### config.mk
export PLATFORM = sky130hd
export DESIGN_NAME = ysyx_25040129_rtc_flat
export DESIGN_NICKNAME = d
export VERILOG_FILES = /design/src/rtl/ysyx_25040129_rtc_if.sv /design/src/rtl/ysyx_25040129_rtc.sv /design/src/flat_wrapper.sv
export SDC_FILE = /design/constraint.sdc
export NUM_CORES = 1
export LEC_CHECK = 0
export ABC_AREA = 1
export CORE_AREA = 2 2 125 115
export DETAILED_ROUTE_END_ITERATION = 10
export DIE_AREA = 0 0 127 117
export PLACE_DENSITY = 0.7
export RECOVER_POWER = 100
export SYNTH_ARGS = -nofsm -noshare
export SYNTH_HDL_FRONTEND = slang
export SYNTH_SLANG_ARGS = --single-unit
export TNS_END_PERCENT = 5
### constraint.sdc
create_clock -name clk -period 6.4 [get_ports clk]
set_input_delay 1.28 -clock clk [delete_from_list [all_inputs] [get_ports clk]]
set_output_delay 1.28 -clock clk [all_outputs]
set_load 0.01 [all_outputs]
### src/rtl/ysyx_25040129_rtc_if.sv
// ----------------------------------------------------------------------------
// ysyx_25040129_rtc_if
// Read-only AXI4-Lite bundle between the crossbar RTC port and the RTC.
//   araddr  [31:0] read address            (master -> slave)
//   arvalid        read address valid      (master -> slave)
//   arready        read address ready      (slave  -> master)
//   rdata   [31:0] read data               (slave  -> master)
//   rresp   [1:0]  read response           (slave  -> master)
//   rvalid         read data valid         (slave  -> master)
//   rready         read data ready         (master -> slave)
// ----------------------------------------------------------------------------
interface ysyx_25040129_rtc_if;
    logic [31:0] araddr;
    logic        arvalid;
    logic        arready;
    logic [31:0] rdata;
    logic [1:0]  rresp;
    logic        rvalid;
    logic        rready;

    modport master (
        output araddr,
        output arvalid,
        output rready,
        input  arready,
        input  rdata,
        input  rresp,
        input  rvalid
    );

    modport slave (
        input  araddr,
        input  arvalid,
        input  rready,
        output arready,
        output rdata,
        output rresp,
        output rvalid
    );
endinterface

### src/rtl/ysyx_25040129_rtc.sv
// ----------------------------------------------------------------------------
// ysyx_25040129_rtc
// Read-only AXI4-Lite responder around a free-running 64-bit machine timer.
// Reading offset 0x0 returns mtime[31:0] and snapshots mtime[63:32] into a
// shadow register; offset 0x4 returns that shadow, so two 32-bit reads give
// a tear-free 64-bit value. Every other offset answers SLVERR with zero data.
//
// Parameters
//   DIV       mtime increments once every DIV clocks (DIV >= 1)
//   RESP_LAT  extra wait cycles between address accept and rvalid (0..15)
//   MTIME_RST value mtime takes in reset (0 in normal use)
// Ports
//   clk  system clock
//   rst  asynchronous, active-high reset
//   bus  slave side of the read-only AXI4-Lite bundle
// ----------------------------------------------------------------------------
module ysyx_25040129_rtc #(
    parameter int          DIV       = 1,
    parameter int          RESP_LAT  = 0,
    parameter logic [63:0] MTIME_RST = 64'd0
) (
    input logic               clk,
    input logic               rst,
    ysyx_25040129_rtc_if.slave bus
);

    // Prescaler needs at least one bit even when DIV is 1.
    localparam int          PW         = (DIV > 1) ? $clog2(DIV) : 1;
    localparam logic [PW-1:0] PRESC_LAST = PW'(DIV - 1);
    localparam bit          HAS_WAIT   = (RESP_LAT > 0);
    localparam logic [3:0]  WAIT_LOAD  = HAS_WAIT ? 4'(RESP_LAT - 1) : 4'd0;

    localparam logic [1:0]  RESP_OKAY   = 2'b00;
    localparam logic [1:0]  RESP_SLVERR = 2'b10;

    typedef enum logic [1:0] {
        ST_IDLE = 2'd0,
        ST_WAIT = 2'd1,
        ST_RESP = 2'd2
    } state_t;

    state_t          state;
    state_t          next_state;

    logic [PW-1:0]   presc;
    logic [63:0]     mtime;
    logic [31:0]     shadow_hi;

    logic [3:0]      wait_cnt;
    logic [3:0]      wait_cnt_next;

    logic            arready_q;
    logic            rvalid_q;
    logic [31:0]     rdata_q;
    logic [1:0]      rresp_q;

    logic            handshake;
    logic            rd_capture;
    logic [1:0]      rd_resp;
    logic [31:0]     rd_data;

    // Upper address bits are decoded by the crossbar, not here.
    logic            unused_addr;
    assign unused_addr = ^bus.araddr[31:4];

    // Register-map decode: returns {capture_shadow, rresp, rdata} for an offset.
    function automatic logic [34:0] decode_read(
        input logic [3:0]  offset,
        input logic [63:0] now,
        input logic [31:0] shadow
    );
        logic [34:0] result;
        case (offset)
            4'h0:    result = {1'b1, RESP_OKAY,   now[31:0]};
            4'h4:    result = {1'b0, RESP_OKAY,   shadow};
            default: result = {1'b0, RESP_SLVERR, 32'd0};
        endcase
        return result;
    endfunction

    // arready_q is high only in IDLE, so it doubles as the accept qualifier.
    assign handshake = arready_q && bus.arvalid;

    // Read-data selection from the current counter and shadow.
    always_comb begin
        {rd_capture, rd_resp, rd_data} = decode_read(bus.araddr[3:0], mtime, shadow_hi);
    end

    // Next-state and wait-counter logic of the read FSM.
    always_comb begin
        next_state    = state;
        wait_cnt_next = wait_cnt;
        case (state)
            ST_IDLE: begin
                if (handshake) begin
                    if (HAS_WAIT) begin
                        next_state    = ST_WAIT;
                        wait_cnt_next = WAIT_LOAD;
                    end else begin
                        next_state    = ST_RESP;
                    end
                end else begin
                    next_state = ST_IDLE;
                end
            end
            ST_WAIT: begin
                if (wait_cnt == 4'd0) begin
                    next_state = ST_RESP;
                end else begin
                    wait_cnt_next = wait_cnt - 4'd1;
                end
            end
            ST_RESP: begin
                if (bus.rready) begin
                    next_state = ST_IDLE;
                end else begin
                    next_state = ST_RESP;
                end
            end
            default: begin
                next_state    = ST_IDLE;
                wait_cnt_next = 4'd0;
            end
        endcase
    end

    // FSM state and wait-counter registers.
    always_ff @(posedge clk or posedge rst) begin
        if (rst) begin
            state    <= ST_IDLE;
            wait_cnt <= 4'd0;
        end else begin
            state    <= next_state;
            wait_cnt <= wait_cnt_next;
        end
    end

    // Handshake outputs, registered from the next state so they track it exactly.
    always_ff @(posedge clk or posedge rst) begin
        if (rst) begin
            arready_q <= 1'b0;
            rvalid_q  <= 1'b0;
        end else begin
            arready_q <= (next_state == ST_IDLE);
            rvalid_q  <= (next_state == ST_RESP);
        end
    end

    // Response payload frozen at the address handshake and held until the next one.
    always_ff @(posedge clk or posedge rst) begin
        if (rst) begin
            rdata_q <= 32'd0;
            rresp_q <= RESP_OKAY;
        end else if (handshake) begin
            rdata_q <= rd_data;
            rresp_q <= rd_resp;
        end
    end

    // Shadow of the high word, taken from the same pre-increment mtime as the low word.
    always_ff @(posedge clk or posedge rst) begin
        if (rst) begin
            shadow_hi <= 32'd0;
        end else if (handshake && rd_capture) begin
            shadow_hi <= mtime[63:32];
        end
    end

    // Free-running prescaler and 64-bit timer; wraps naturally at 2^64.
    always_ff @(posedge clk or posedge rst) begin
        if (rst) begin
            presc <= '0;
            mtime <= MTIME_RST;
        end else if (presc == PRESC_LAST) begin
            presc <= '0;
            mtime <= mtime + 64'd1;
        end else begin
            presc <= presc + PW'(1);
        end
    end

    assign bus.arready = arready_q;
    assign bus.rvalid  = rvalid_q;
    assign bus.rdata   = rdata_q;
    assign bus.rresp   = rresp_q;

endmodule

### src/flat_wrapper.sv
// flat-port wrapper written by rule: the top's interface ports become plain ports
module ysyx_25040129_rtc_flat 
#(
    parameter int          DIV       = 1,
    parameter int          RESP_LAT  = 0,
    parameter logic [63:0] MTIME_RST = 64'd0
)
  (clk, rst, bus_araddr, bus_arvalid, bus_rready, bus_arready, bus_rdata, bus_rresp, bus_rvalid);
  ysyx_25040129_rtc_if bus_i ();
  input logic clk;
  input logic rst;
  input wire logic [$bits(bus_i.araddr)-1:0] bus_araddr;
  input wire logic [$bits(bus_i.arvalid)-1:0] bus_arvalid;
  input wire logic [$bits(bus_i.rready)-1:0] bus_rready;
  output wire logic [$bits(bus_i.arready)-1:0] bus_arready;
  output wire logic [$bits(bus_i.rdata)-1:0] bus_rdata;
  output wire logic [$bits(bus_i.rresp)-1:0] bus_rresp;
  output wire logic [$bits(bus_i.rvalid)-1:0] bus_rvalid;
  assign bus_i.araddr = bus_araddr;
  assign bus_i.arvalid = bus_arvalid;
  assign bus_i.rready = bus_rready;
  assign bus_arready = bus_i.arready;
  assign bus_rdata = bus_i.rdata;
  assign bus_rresp = bus_i.rresp;
  assign bus_rvalid = bus_i.rvalid;
  ysyx_25040129_rtc #(.DIV(DIV), .RESP_LAT(RESP_LAT), .MTIME_RST(MTIME_RST)) u_core (.clk(clk), .rst(rst), .bus(bus_i));
endmodule
Word-level counts from Yosys, hierarchy flattened
Cells that the tools add are included.
Widths: inputs -> output; s select.
- output and inout bits: 36
- register bits after elaboration: 139
- input bits: 36
- equality and inequality tests: 5
- bitwise operators: 1
- $add $sub $neg: 3
- reduce and logical (&&, ||, !) cells: 8
- muxes and demuxes: 8
- operators with widths (cell ; count):
    $pmux 35 s2 ; 1
    $add 64x1->64 const B ; 1
    $logic_not 4->1 ; 2
    $pmux 4 s2 ; 1
    $mux 2 ; 3
    $pmux 2 s3 ; 1
    $eq 2x2->1 const B ; 2
    $eq 4x3->1 const B ; 1
    $logic_not 2->1 ; 2
    $mux 4 ; 1
    $sub 4x1->4 const B ; 1
    $eq 2x1->1 const B ; 1
    $logic_and 1x1->1 ; 2
    $ne 2x2->1 const B ; 1
    $reduce_and 2->1 ; 1
    $reduce_or 2->1 ; 1
    $add 1x1->1 const B ; 1
    $mux 1 ; 1
    $not 1->1 ; 1

Logic depth before layout (Yosys ltp)
Gate-level depths: netlist of the first run.
- depth in word-level cells: 4
- depth in mapped cells: 10
- mapped depth without buffers: 10

Least setup slack after synthesis of the first run
Ideal clock, no wire load.
- path type: input port to flip-flop
- start: input bus_arvalid
- end: register u_core.rdata_q[0], in the netlist u_core.bus.rdata[0]
- setup slack: 4.155 ns
- required time: 6.320 ns
- buffers on the path: 2
- stages on the path: 8
- data arrival time: 2.165 ns
- library setup time: 0.080 ns
- path through: nand2_1 inv_2 nand3_4 nor2_8 inv_2 buf_6 buf_6 o211ai_2
- longest elaborated chain between the ends: 1
- RTL lines (element ; line ; RTL):
    from (decl) ; flat_wrapper.sv:13 ; input wire logic [$bits(bus_i.arvalid)-1:0] bus_arvalid;
    $logic_and 1x1->1 ; ysyx_25040129_rtc.sv:82 ; assign handshake = arready_q && bus.arvalid;
    to (signal assigned) ; ysyx_25040129_rtc.sv:155 ; rdata_q <= rd_data;
    to (decl) ; ysyx_25040129_rtc.sv:54 ; logic [31:0] rdata_q;
No other way between the ends.
A chain may end at the register's enable or synchronous reset.

Final worst setup path of the first run
Ends and elaborated chain as after synthesis.

==> impl_summary.log, run 1 <==
INFO  metric clk_transition_reported_paths = 0.06 ns
INFO  metric crit_slowest_cell = sky130_fd_sc_hd__clkbuf_1
INFO  metric seqPwrFrac = between 40% and 50%
INFO  metric top_layer = met4
INFO  metric finalWeightedCongestion = slightly below 1
INFO  metric critPathTopFamily = buffers and inverters
INFO  metric outcome = complete, but fails checks
INFO  metric power.ir.vdd_worst = 0.000160 V
INFO  metric grt_first_pass_wirelength = around 27000 µm
INFO  metric crit_path_start_kind = input pin
INFO  metric p_total = about 1900 µW
INFO  metric timing.rr.end = u_core.bus.rdata[0]
INFO  metric worst_clock_skew = between 0.01 and 0.015 ns
INFO  metric final_period_demand_of_the_worst_path = about 4.5 ns
INFO  metric final-seq-area = between 0.003 and 0.004 mm²
INFO  metric postRouteWirelength = between 15000 and 20000 µm
INFO  metric fillCellCount = about 1300
INFO  metric timing_worst_slew_pin_value = roughly 2.4 ns
INFO  metric syn_area = around 0.0067 mm²
INFO  metric clockRootBuffer = sky130_fd_sc_hd__clkbuf_16
INFO  metric buffer_ports.inserted = 42
INFO  metric htree_num_levels = 4
INFO  metric floorplan.die_area = 0.0149 mm²
INFO  metric synth_top_cells_by_count = sky130_fd_sc_hd__nand2_1, sky130_fd_sc_hd__dfrtp_1, sky130_fd_sc_hd__nor2_1, sky130_fd_sc_hd__inv_1, sky130_fd_sc_hd__nand3_1
INFO  metric via_per_inst = between 5 and 6
INFO  metric power_density_cells = about 250 mW/mm²
INFO  metric detailroute.via_count = between 5000 and 6000
INFO  metric syn_area_per_cell = 7.93 µm²
INFO  metric synth_top_cells_by_area = sky130_fd_sc_hd__dfrtp_1, sky130_fd_sc_hd__nand2_1, sky130_fd_sc_hd__nor2_1, sky130_fd_sc_hd__inv_1, sky130_fd_sc_hd__nand3_1
INFO  metric place_area = slightly above 0.007 mm²
INFO  metric timing.critical_path.to_type = register
INFO  metric track_usage = between 20% and 30%
INFO  metric postLayoutCoreUtil = between 50 and 60%
INFO  metric setup_tns = 0 ns
INFO  metric post-synth-top-count-cell = sky130_fd_sc_hd__nand2_1
INFO  metric layout.nets = around 900
INFO  metric hold_path_depth = 2
INFO  metric initial_core_util = around 50%
INFO  metric hold_start = u_core.shadow_hi[28]
INFO  metric path_max_fanout = 69
INFO  metric leakage = ~0.0035 µW
INFO  metric slew_headroom = -56.8%
INFO  metric dpl_hpwl = between 10000 and 15000 µm
INFO  metric area_used_by_multi_input_combinational_logic = 0.00280 mm²
INFO  metric ys_async_sr_fraction = 100%
INFO  metric failed_checks = max-capacitance violations, max-slew violations
INFO  metric area.growth.synth_to_final = 15.5%
INFO  metric clkSinkCount = ~140
INFO  metric cell_internal_pwr = about 1500 µW
INFO  metric first_pass_iters = 5
INFO  metric endpoints_failing_hold = 0
INFO  metric switching_part_of_the_total = 24.5%
INFO  metric fp.dieW = 127 µm
INFO  metric synthDominantAreaCellType = sky130_fd_sc_hd__dfrtp_1
INFO  metric holdPathEnd = u_core.bus.rdata[28]
INFO  metric fp.dieH = roughly 120 µm
INFO  metric route.detailed.drc = 0
INFO  metric total_switching_power = 475 µW
INFO  metric first_global_vias = between 5000 and 6000
INFO  metric crit_path_max_incr_delay = about 1.2 ns
INFO  metric critPathRequiredTime = ~6.7 ns
INFO  metric timing.critical_path.cells = dlygate4sd3_1 -> nand2_1 -> clkbuf_1 -> inv_1 -> nand3_4 -> nor2_8 -> inv_2 -> o211ai_1
INFO  metric synth.lib_cells_used.distinct = 30
INFO  metric pin_count_of_the_biggest_net_entering_global_routing = 95
INFO  metric wl_met1 = 8070 µm
INFO  metric ys.warnings.count = 0
INFO  metric clock_insertion_delay_worst_skew = between 0.4 and 0.5 ns
INFO  metric syn_nets = between 800 and 900
INFO  metric tritoncts.num_buffers = 17
INFO  metric report.final.setup_viol = 0
INFO  metric ys_seq_elements = between 100 and 150
INFO  metric postCtsSetupBuffers = 0
INFO  metric ant_nets = 0
INFO  metric wl_per_cell = 15.6 µm
INFO  metric fp.coreArea = between 0.01 and 0.015 mm²
INFO  metric max_freq = roughly 220 MHz
INFO  metric critPathBufInv = 4
INFO  metric gr-total-overflow = 0
INFO  metric rows = between 40 and 50
INFO  metric io-pin-count = 72
INFO  metric crit_type = in -> reg
INFO  metric ys_seq_area_share = approximately 52%
INFO  metric wl_met3 = about 740 µm
INFO  metric initialDrtViolationCount = 413
INFO  metric antenna_violations_before_repair = 0
INFO  metric cts_tree = yes
INFO  metric clock_power_share = about half
INFO  metric timing.final.max_slew_violations = around 110
INFO  metric synth-main-ff-cell = sky130_fd_sc_hd__dfrtp_1
INFO  metric cts_hold_repair.buffers = 0
INFO  metric met2WireLength = roughly 7700 µm
INFO  metric critical_path.reg2reg.startpoint = u_core.bus.arready
INFO  metric min_period_over_period = 69.8%
INFO  metric rr_worst_depth = 7
INFO  metric insertedDiodeCount = 0
INFO  metric setup_repair_after_global_routing_missed_its_margin = no
INFO  metric synthesis.instances = 839
INFO  metric cp.arrival = roughly 4.7 ns
INFO  metric post_synth_top_area_share = between 50% and 60%
INFO  metric final_area = 0.00769 mm²
INFO  metric final_cell_count_no_fill = between 1000 and 1500
INFO  metric place_inst = about 1000
INFO  metric cts_resized = 0
INFO  metric cts.path.max_buffers = 2
INFO  metric drive_gt1_share = ~5.4%
INFO  metric r2r_slack = 2.93 ns
INFO  metric hp-class = reg -> reg
INFO  metric power_frac_comb = a little under 5%
INFO  metric max-cap-violations = 3
INFO  metric synth-edff-count = 0
[per-layer routing]
metal  track usage [%]  up-vias
li1                  -     2727
met1              34.0     2602
met2              38.4      118
met3              5.82       18
met4              7.99        0
met5                 0        -
[cell families after synthesis]
| family | after synthesis | synth area share (%) |
|---|---|---|
| xor+xnor | 33 | 4.34 |
| flops | 137 | 51.5 |
| other cells | 1 | 0.0563 |
| fa+ha+maj | 3 | 0.564 |
| simple gates | 520 | 33.0 |
| compound gates | 68 | 5.85 |
| buf+inv | 77 | 4.72 |
[worst max-delay path by stage]
stage / from / to / slack [ns] / cells after the start
3_5_place_dp: bus_arvalid / u_core.shadow_hi[17] / 2.64 / 9
2_1_floorplan: rst / u_core.bus.arready / 1.45 / 1
4_1_cts: bus_arvalid / u_core.shadow_hi[14] / 3.09 / 9
6_report: bus_arvalid / u_core.bus.rdata[0] / 1.94 / 8
5_1_grt: bus_arvalid / u_core.shadow_hi[27] / 1.51 / 8
3_3_place_gp: bus_arvalid / u_core.shadow_hi[14] / 2.68 / 9
[state kept, by name, indices dropped and copies added, names as in the netlist]
name,count
u_core.bus.arready,1
u_core.bus.rvalid,1
u_core.mtime,64
u_core.bus.rdata,32
u_core.bus.rresp,1
u_core.wait_cnt,4
u_core.state,2
u_core.shadow_hi,32
[stage by stage]
step	setup WS [ns]	hold WS [ns]
after floorplan	1.45	0.446
after global placement	2.68	0.462
after detailed placement	2.64	0.465
after CTS	3.09	0.475
after global routing	1.51	0.503
final	1.94	0.471
[layout make-up]
cell class,count,area share (%)
Clock buffer,19,5.76
Clock inverter,13,1.73
Inverter,61,3.04
Multi-Input combinational cell,625,36.4
Sequential cell,137,44.6
Tap cell,172,2.80
Timing Repair Buffer,45,5.62
[worst reg2reg max path, cell delays in order, from the launching register on]
cell and delay, ns:
sky130_fd_sc_hd__dfrtp_1 0.38, sky130_fd_sc_hd__nand2_1 0.06, sky130_fd_sc_hd__clkbuf_1 1.20, sky130_fd_sc_hd__inv_1 0.32, sky130_fd_sc_hd__nand3_4 0.20, sky130_fd_sc_hd__nor2_8 0.11
sky130_fd_sc_hd__inv_2 0.78, sky130_fd_sc_hd__o211ai_1 0.24
[cell usage in the layout (no fill, tap or decap), types with 2 or more instances in the layout]
cell | netlist | layout
sky130_fd_sc_hd__clkbuf_1 | 8 | 4
sky130_fd_sc_hd__clkbuf_16 | 0 | 17
sky130_fd_sc_hd__clkdlybuf4s50_1 | 0 | 5
sky130_fd_sc_hd__clkinv_4 | 0 | 2
sky130_fd_sc_hd__clkinvlp_4 | 0 | 3
sky130_fd_sc_hd__dfrtp_1 | 137 | 137
sky130_fd_sc_hd__dlygate4sd3_1 | 0 | 37
sky130_fd_sc_hd__ha_1 | 3 | 3
sky130_fd_sc_hd__inv_1 | 56 | 57
sky130_fd_sc_hd__inv_2 | 4 | 2
sky130_fd_sc_hd__inv_6 | 0 | 5
sky130_fd_sc_hd__inv_8 | 0 | 2
sky130_fd_sc_hd__nand2_1 | 323 | 330
sky130_fd_sc_hd__nand2_2 | 12 | 6
sky130_fd_sc_hd__nand3_1 | 40 | 40
sky130_fd_sc_hd__nand3b_1 | 2 | 2
sky130_fd_sc_hd__nand4_1 | 8 | 8
sky130_fd_sc_hd__nor2_1 | 118 | 127
sky130_fd_sc_hd__nor2_2 | 5 | 3
sky130_fd_sc_hd__o211ai_1 | 0 | 3
sky130_fd_sc_hd__o211ai_2 | 5 | 2
sky130_fd_sc_hd__o21a_1 | 2 | 2
sky130_fd_sc_hd__o21ai_0 | 37 | 53
sky130_fd_sc_hd__o21ai_1 | 19 | 3
sky130_fd_sc_hd__o22ai_1 | 3 | 3
sky130_fd_sc_hd__xnor2_1 | 17 | 17
sky130_fd_sc_hd__xor2_1 | 16 | 16
[power by group through the flow]
stage / Sequential (µW) / Combinational, µW / Clock, µW
final: 888 / 94.3 / 956
after CTS: 889 / 104 / 972
after detailed placement: 905 / 104 / 0
after floorplan: 909 / 51.3 / 0
after global placement: 903 / 103 / 0
after global routing: 890 / 106 / 1010
Note: power is estimated with default switching activity, not from simulation.
==> inputs of run 2 (changes only) <==
--- a/config.mk
+++ b/config.mk
@@ -9,7 +9,7 @@
 export CORE_AREA = 2 2 125 115
 export DETAILED_ROUTE_END_ITERATION = 10
 export DIE_AREA = 0 0 127 117
-export PLACE_DENSITY = 0.7
+export PLACE_DENSITY = 0.73
 export RECOVER_POWER = 100
 export SYNTH_ARGS = -nofsm -noshare
 export SYNTH_HDL_FRONTEND = slang
==> constraint.sdc (replaced) <==
create_clock -name clk -period 3.92 [get_ports clk]
set_input_delay 0.784 -clock clk [delete_from_list [all_inputs] [get_ports clk]]
set_output_delay 0.784 -clock clk [all_outputs]
set_load 0.01 [all_outputs]
==> run 2 against run 1 <==
The run still ends with max-capacitance violations, max-slew violations left; first-iteration DRC count grew 3.4%; sequential power rose by 63%; critical path depth unchanged; clock-buffer cell count unchanged; utilization up 0.55 points; largest power group unchanged; highest routed layer unchanged.
==> impl_summary.log, run 2 (synthesis results as in run 1) <==
INFO  metric whs = between 0.4 and 0.5 ns
INFO  metric first_pass_iters = 5
INFO  metric p_total = approximately 3300 µW
INFO  metric finalWeightedCongestion = slightly below 1
INFO  metric htree_num_levels = 4
INFO  metric cts_hold_repair.buffers = 0
INFO  metric clk_transition_reported_paths = approximately 0.060 ns
INFO  metric gr-total-overflow = 0
INFO  metric worst_clock_skew = approximately 0.008 ns
INFO  metric layout.nets = between 900 and 1000
INFO  metric final_period_demand_of_the_worst_path = roughly 2.6 ns
INFO  metric timing.rr.end = u_core.mtime[40]
INFO  metric detailroute.via_count = approximately 5500
INFO  metric cts.path.max_buffers = 2
INFO  metric leakage = approximately 0.0035 µW
INFO  metric slew_headroom = -28.3%
INFO  metric antenna_violations_before_repair = 0
INFO  metric outcome = complete, but fails checks
INFO  metric fp.dieH = 117 µm
INFO  metric dpl_hpwl = 12400 µm
INFO  metric timing_worst_slew_pin_value = 1.91 ns
INFO  metric critPathRequiredTime = between 4 and 5 ns
INFO  metric groute.layer.met1.usage = 33.9%
INFO  metric layout.cells.most_common = sky130_fd_sc_hd__nand2_1
INFO  metric report.final.setup_viol = 0
INFO  metric ant_nets = 0
INFO  metric setup_tns = 0 ns
INFO  metric hp-class = reg -> reg
INFO  metric postCtsSetupBuffers = 0
INFO  metric min_period_over_period = around 66%
INFO  metric path_max_fanout = 23
INFO  metric max-cap-violations = 1
INFO  metric wl_per_cell = ~15 µm
INFO  metric critical_path.reg2reg.startpoint = u_core.mtime[0]
INFO  metric initial_core_util = 48.8%
INFO  metric io-pin-count = between 70 and 80
INFO  metric place_area = about 0.0073 mm²
INFO  metric floorplan.die_area = between 0.01 and 0.015 mm²
INFO  metric first_global_vias = ~5300
INFO  metric largest_register = u_core.mtime
INFO  metric startpoint = bus_arvalid
INFO  metric postRouteWirelength = between 15000 and 20000 µm
INFO  metric clkSinkCount = between 100 and 150
INFO  metric buffer_ports.inserted = 42
INFO  metric final_cell_count_no_fill = ~1100
INFO  metric grt_most_used_layer = met2
INFO  metric place_inst = approximately 1000
INFO  metric fp.dieW = approximately 130 µm
INFO  metric pin_count_of_the_biggest_net_entering_global_routing = 50
INFO  metric insertedDiodeCount = 0
INFO  metric cp.arrival = around 3 ns
INFO  metric clockRootBuffer = sky130_fd_sc_hd__clkbuf_16
INFO  metric fp.coreArea = about 0.014 mm²
INFO  metric track_usage = roughly a quarter
INFO  metric failed_checks = max-capacitance violations, max-slew violations
INFO  metric area.growth.synth_to_final = 16.6%
INFO  metric rows = between 40 and 50
INFO  metric tritoncts.num_buffers = 17
INFO  metric largest_register_ffs = 64
INFO  metric cts_tree = yes
INFO  metric drive_gt1_share = roughly 5.4%
INFO  metric timing.final.max_slew_violations = 40
INFO  metric setup_repair_after_global_routing_missed_its_margin = no
INFO  metric rr_worst_depth = 8
INFO  metric final_area = a little under 0.008 mm²
INFO  metric route.detailed.drc = 0
INFO  metric grt_first_pass_wirelength = 27500 µm
INFO  metric crit_type = in -> reg
INFO  metric initialDrtViolationCount = 427
INFO  metric max_freq = a little under 400 MHz
INFO  metric endpoints_failing_hold = 0
INFO  metric grt_use_met2 = 37.9%
INFO  metric grt_util_met3 = under 10%
INFO  metric crit_path_start_kind = input pin
INFO  metric clock_insertion_delay_worst_skew = ~0.43 ns
INFO  metric power.ir.vdd_worst = just over 0.0003 V
INFO  metric timing.critical_path.to_type = register
INFO  metric r2r_slack = between 1 and 1.5 ns
INFO  metric power_density_cells = 421 mW/mm²
INFO  metric via_per_inst = 5.15
INFO  metric cts_resized = 0
INFO  metric crit_path_end = u_core.bus.rdata[9]
INFO  metric final_cell_mix = sky130_fd_sc_hd__nand2_1, sky130_fd_sc_hd__dfrtp_1, sky130_fd_sc_hd__nor2_1
-- run 2: worst max-delay path, cell delays in order --
cell	delay (ns)
sky130_fd_sc_hd__dlygate4sd3_1	0.54
sky130_fd_sc_hd__nand2_1	0.07
sky130_fd_sc_hd__inv_1	0.11
sky130_fd_sc_hd__nand3_1	0.22
sky130_fd_sc_hd__nor2_1	0.63
sky130_fd_sc_hd__buf_4	0.39
sky130_fd_sc_hd__nand2_1	0.08
sky130_fd_sc_hd__o211ai_1	0.10
-- run 2: metrics by stage --
stage / worst slack (ns) / utilization, %
after global placement: 1.40 / 53.5
after detailed placement: 1.39 / 53.5
after CTS: 1.78 / 57.9
after floorplan: 1.43 / -
final: 1.33 / 56.9
after global routing: 1.16 / 56.9
-- run 2: how the worst min path moves through the flow --
| stage | start | to | slack, ns | depth (start not counted) |
|---|---|---|---|---|
| 3_5_place_dp | u_core.shadow_hi[22] | u_core.bus.rdata[22] | 0.47 | 2 |
| 3_3_place_gp | u_core.shadow_hi[29] | u_core.bus.rdata[29] | 0.46 | 2 |
| 4_1_cts | u_core.shadow_hi[15] | u_core.bus.rdata[15] | 0.48 | 2 |
| 6_report | u_core.shadow_hi[31] | u_core.bus.rdata[31] | 0.48 | 2 |
| 5_1_grt | u_core.bus.rdata[19] | u_core.bus.rdata[19] | 0.50 | 2 |
| 2_1_floorplan | u_core.mtime[63] | u_core.mtime[63] | 0.45 | 2 |
-- run 2: final cells by class --
cell class	count	area, µm²
Fill cell	1308	5880
Sequential cell	137	3430
Multi-Input combinational cell	625	2770
Timing Repair Buffer	48	503
Clock buffer	19	443
Inverter	61	230
Tap cell	172	215
Clock inverter	13	168
-- run 2: report_power, final --
part | internal, µW | switching (µW) | leakage, µW
Combinational | 53.6 | 106 | 0.00133
Clock | 1020 | 637 | 0.000283
Sequential | 1440 | 11.2 | 0.00189
-- run 2: per-layer routing --
| layer | up-vias | part of all wire, % |
|---|---|---|
| met4 | 0 | 2.2 |
| met5 | - | 0 |
| li1 | 2731 | - |
| met2 | 119 | 45 |
| met3 | 30 | 4.6 |
| met1 | 2651 | 49 |
==> inputs of run 3 (changes only) <==
==> constraint.sdc (replaced) <==
create_clock -name clk -period 2.1 [get_ports clk]
set_input_delay 0.42 -clock clk [delete_from_list [all_inputs] [get_ports clk]]
set_output_delay 0.42 -clock clk [all_outputs]
set_load 0.01 [all_outputs]
==> run 3 against run 2 <==
The flow now finishes without violations; die area stayed put; utilization is 0.84 points higher; sequential power is 87% higher; final cell count is 0.19% higher; highest routed layer unchanged.
==> impl_summary.log, run 3 (synthesis results as in run 1) <==
INFO  metric htree_num_levels = 4
INFO  metric timing.critical_path.to_type = primary output
INFO  metric outcome = finished, final reports clean
INFO  metric cts.path.max_buffers = 2
INFO  metric buffer_ports.inserted = 42
INFO  metric hp-class = reg -> reg
INFO  metric fp.dieH = ~120 µm
INFO  metric cts_tree = yes
INFO  metric largest_register_ffs = 64
INFO  metric final-seq-area = 0.00343 mm²
INFO  metric leakage = about 0.0036 µW
INFO  metric postRouteWirelength = approximately 16000 µm
INFO  metric slew_headroom = about two fifths
INFO  metric final_period_demand_of_the_worst_path = 1.86 ns
INFO  metric critPathTopFamily = buffers and inverters
INFO  metric io-pin-count = a little over 70
INFO  metric startpoint = u_core.bus.rdata[23]
INFO  metric fp.coreArea = 0.0136 mm²
INFO  metric initialDrtViolationCount = around 400
INFO  metric setup_repair_after_global_routing_missed_its_margin = no
INFO  metric setup_tns = 0 ns
INFO  metric ant_nets = 0
INFO  metric timing.critical_path.cells = dlygate4sd3_1
INFO  metric path_max_fanout = 2
INFO  metric power.ir.vdd_worst = 0.000549 V
INFO  metric finalWeightedCongestion = 1.03
INFO  metric worst_clock_skew = ~0.0084 ns
INFO  metric endpoints_failing_hold = 0
INFO  metric insertedDiodeCount = 0
INFO  metric max_freq = about 540 MHz
INFO  metric timing_worst_slew_pin_value = about 0.9 ns
INFO  metric timing.final.max_slew_violations = 0
INFO  metric track_usage = between 20% and 30%
INFO  metric route.detailed.drc = 0
INFO  metric critPathRequiredTime = ~1.7 ns
INFO  metric clock_insertion_delay_worst_skew = 0.43 ns
INFO  metric crit_slowest_cell = sky130_fd_sc_hd__dlygate4sd3_1
INFO  metric grt_first_pass_wirelength = 26900 µm
INFO  metric pin_count_of_the_biggest_net_entering_global_routing = 47
INFO  metric drive_gt1_share = 6.63%
INFO  metric layout.nets = between 900 and 1000
INFO  metric report.final.setup_viol = 0
INFO  metric postCtsSetupBuffers = 0
INFO  metric first_global_vias = 5316
INFO  metric area.growth.synth_to_final = 18.3%
INFO  metric area_used_by_multi_input_combinational_logic = about 0.0028 mm²
INFO  metric initial_core_util = 48.8%
INFO  metric rows = 41
INFO  metric layout.cells.most_common = sky130_fd_sc_hd__nand2_1
INFO  metric cp.arrival = between 1 and 1.5 ns
INFO  metric max-cap-violations = 0
INFO  metric crit_path_max_incr_delay = slightly above 0.6 ns
INFO  metric hold_start = u_core.shadow_hi[22]
INFO  metric cts_resized = 0
INFO  metric clk_transition_reported_paths = 0.06 ns
INFO  metric final_cell_mix = sky130_fd_sc_hd__nand2_1, sky130_fd_sc_hd__dfrtp_1, sky130_fd_sc_hd__nor2_1
INFO  metric crit_path_start_kind = register
INFO  metric min_period_over_period = between 80% and 90%
INFO  metric cts_hold_repair.buffers = 0
INFO  metric fillCellCount = 1255
INFO  metric clockRootBuffer = sky130_fd_sc_hd__clkbuf_16
INFO  metric detailroute.via_count = roughly 5500
INFO  metric final_area = around 0.0079 mm²
INFO  metric dpl_hpwl = ~12000 µm
INFO  metric antenna_violations_before_repair = 0
INFO  metric floorplan.die_area = 0.0149 mm²
INFO  metric largest_register = u_core.mtime
INFO  metric clkSinkCount = 137
INFO  metric fp.dieW = 127 µm
INFO  metric critical_path.reg2reg.startpoint = u_core.mtime[2]
INFO  metric power_density_cells = approximately 810 mW/mm²
INFO  metric place_area = around 0.0073 mm²
INFO  metric gr-total-overflow = 0
INFO  metric crit_type = reg -> out
INFO  metric via_per_inst = approximately 5.1
INFO  metric tritoncts.num_buffers = 17
INFO  metric wl_per_cell = approximately 15 µm
INFO  metric r2r_slack = between 0.2 and 0.3 ns
INFO  metric first_pass_iters = 5
INFO  metric critPathBufInv = 1
[run 3: changes by cell type in the layout (fill, tap and decap cells not counted), moves of 2 or more]
| cell | delta |
|---|---|
| sky130_fd_sc_hd__clkinvlp_4 | -3 |
| sky130_fd_sc_hd__clkbuf_4 | +2 |
| sky130_fd_sc_hd__inv_6 | -3 |
| sky130_fd_sc_hd__buf_12 | -2 |
| sky130_fd_sc_hd__nor2_2 | +2 |
| sky130_fd_sc_hd__bufinv_16 | +2 |
| sky130_fd_sc_hd__nor2_4 | +3 |
| sky130_fd_sc_hd__nor2_1 | -6 |
| sky130_fd_sc_hd__clkbuf_8 | +4 |
[run 3: layout make-up]
class / instances / share of cell area, %
timing repair buffer: 50 / 6.23
clock inverter: 10 / 2.38
sequential: 137 / 43.5
clock buffer: 22 / 6.27
multi-input combinational: 625 / 35.9
tap: 172 / 2.73
inverter: 61 / 2.92
[run 3: through the flow]
stage          util, %  hold slack [ns]  total power (µW)  std cells  setup slack (ns)
2_1_floorplan        -            0.446              2930        839           -0.0271
3_3_place_gp      53.7            0.461              3080       1045             0.178
4_1_cts           58.7            0.370              6480       1077             0.298
3_5_place_dp      53.7            0.466              3080       1045             0.109
6_report          57.7            0.482              6400       1077             0.243
5_1_grt           57.7            0.503              6610       1077             0.124
[run 3: worst register-to-register path, delay by kind of cell (launching register included)]
| family | cells | cell delay (ns) |
|---|---|---|
| AO/OA/AOI/OAI | 1 | 0.20 |
| flip-flops | 1 | 0.42 |
| AND/OR/NAND/NOR | 6 | 1.08 |
[run 3: path summary, 6_finish.rpt]
kind	endpoint	cells past startpoint
setup / recovery	bus_rdata[23]	1
hold / removal	u_core.bus.rdata[22]	2
setup reg to reg	u_core.mtime[61]	7
hold reg to reg	u_core.bus.rdata[22]	2
max in group asynchronous	u_core.bus.rdata[6]	3
min in group asynchronous	u_core.mtime[25]	2
[run 3: routing by layer]
metal | track usage, % | vias to the layer above | share of wire, %
met1 | 32.2 | 2598 | 46
met3 | 5.91 | 29 | 5.6
li1 | - | 2746 | -
met4 | 10.3 | 0 | 2.3
met2 | 37.8 | 139 | 46
met5 | 0 | - | 0
[run 3: report_power, final]
group	switching [µW]	internal (µW)	leakage (µW)
clock network	1140	2270	0.000329
logic	194	97.9	0.00137
registers	20.7	2680	0.00189
total	1350	5050	0.00358
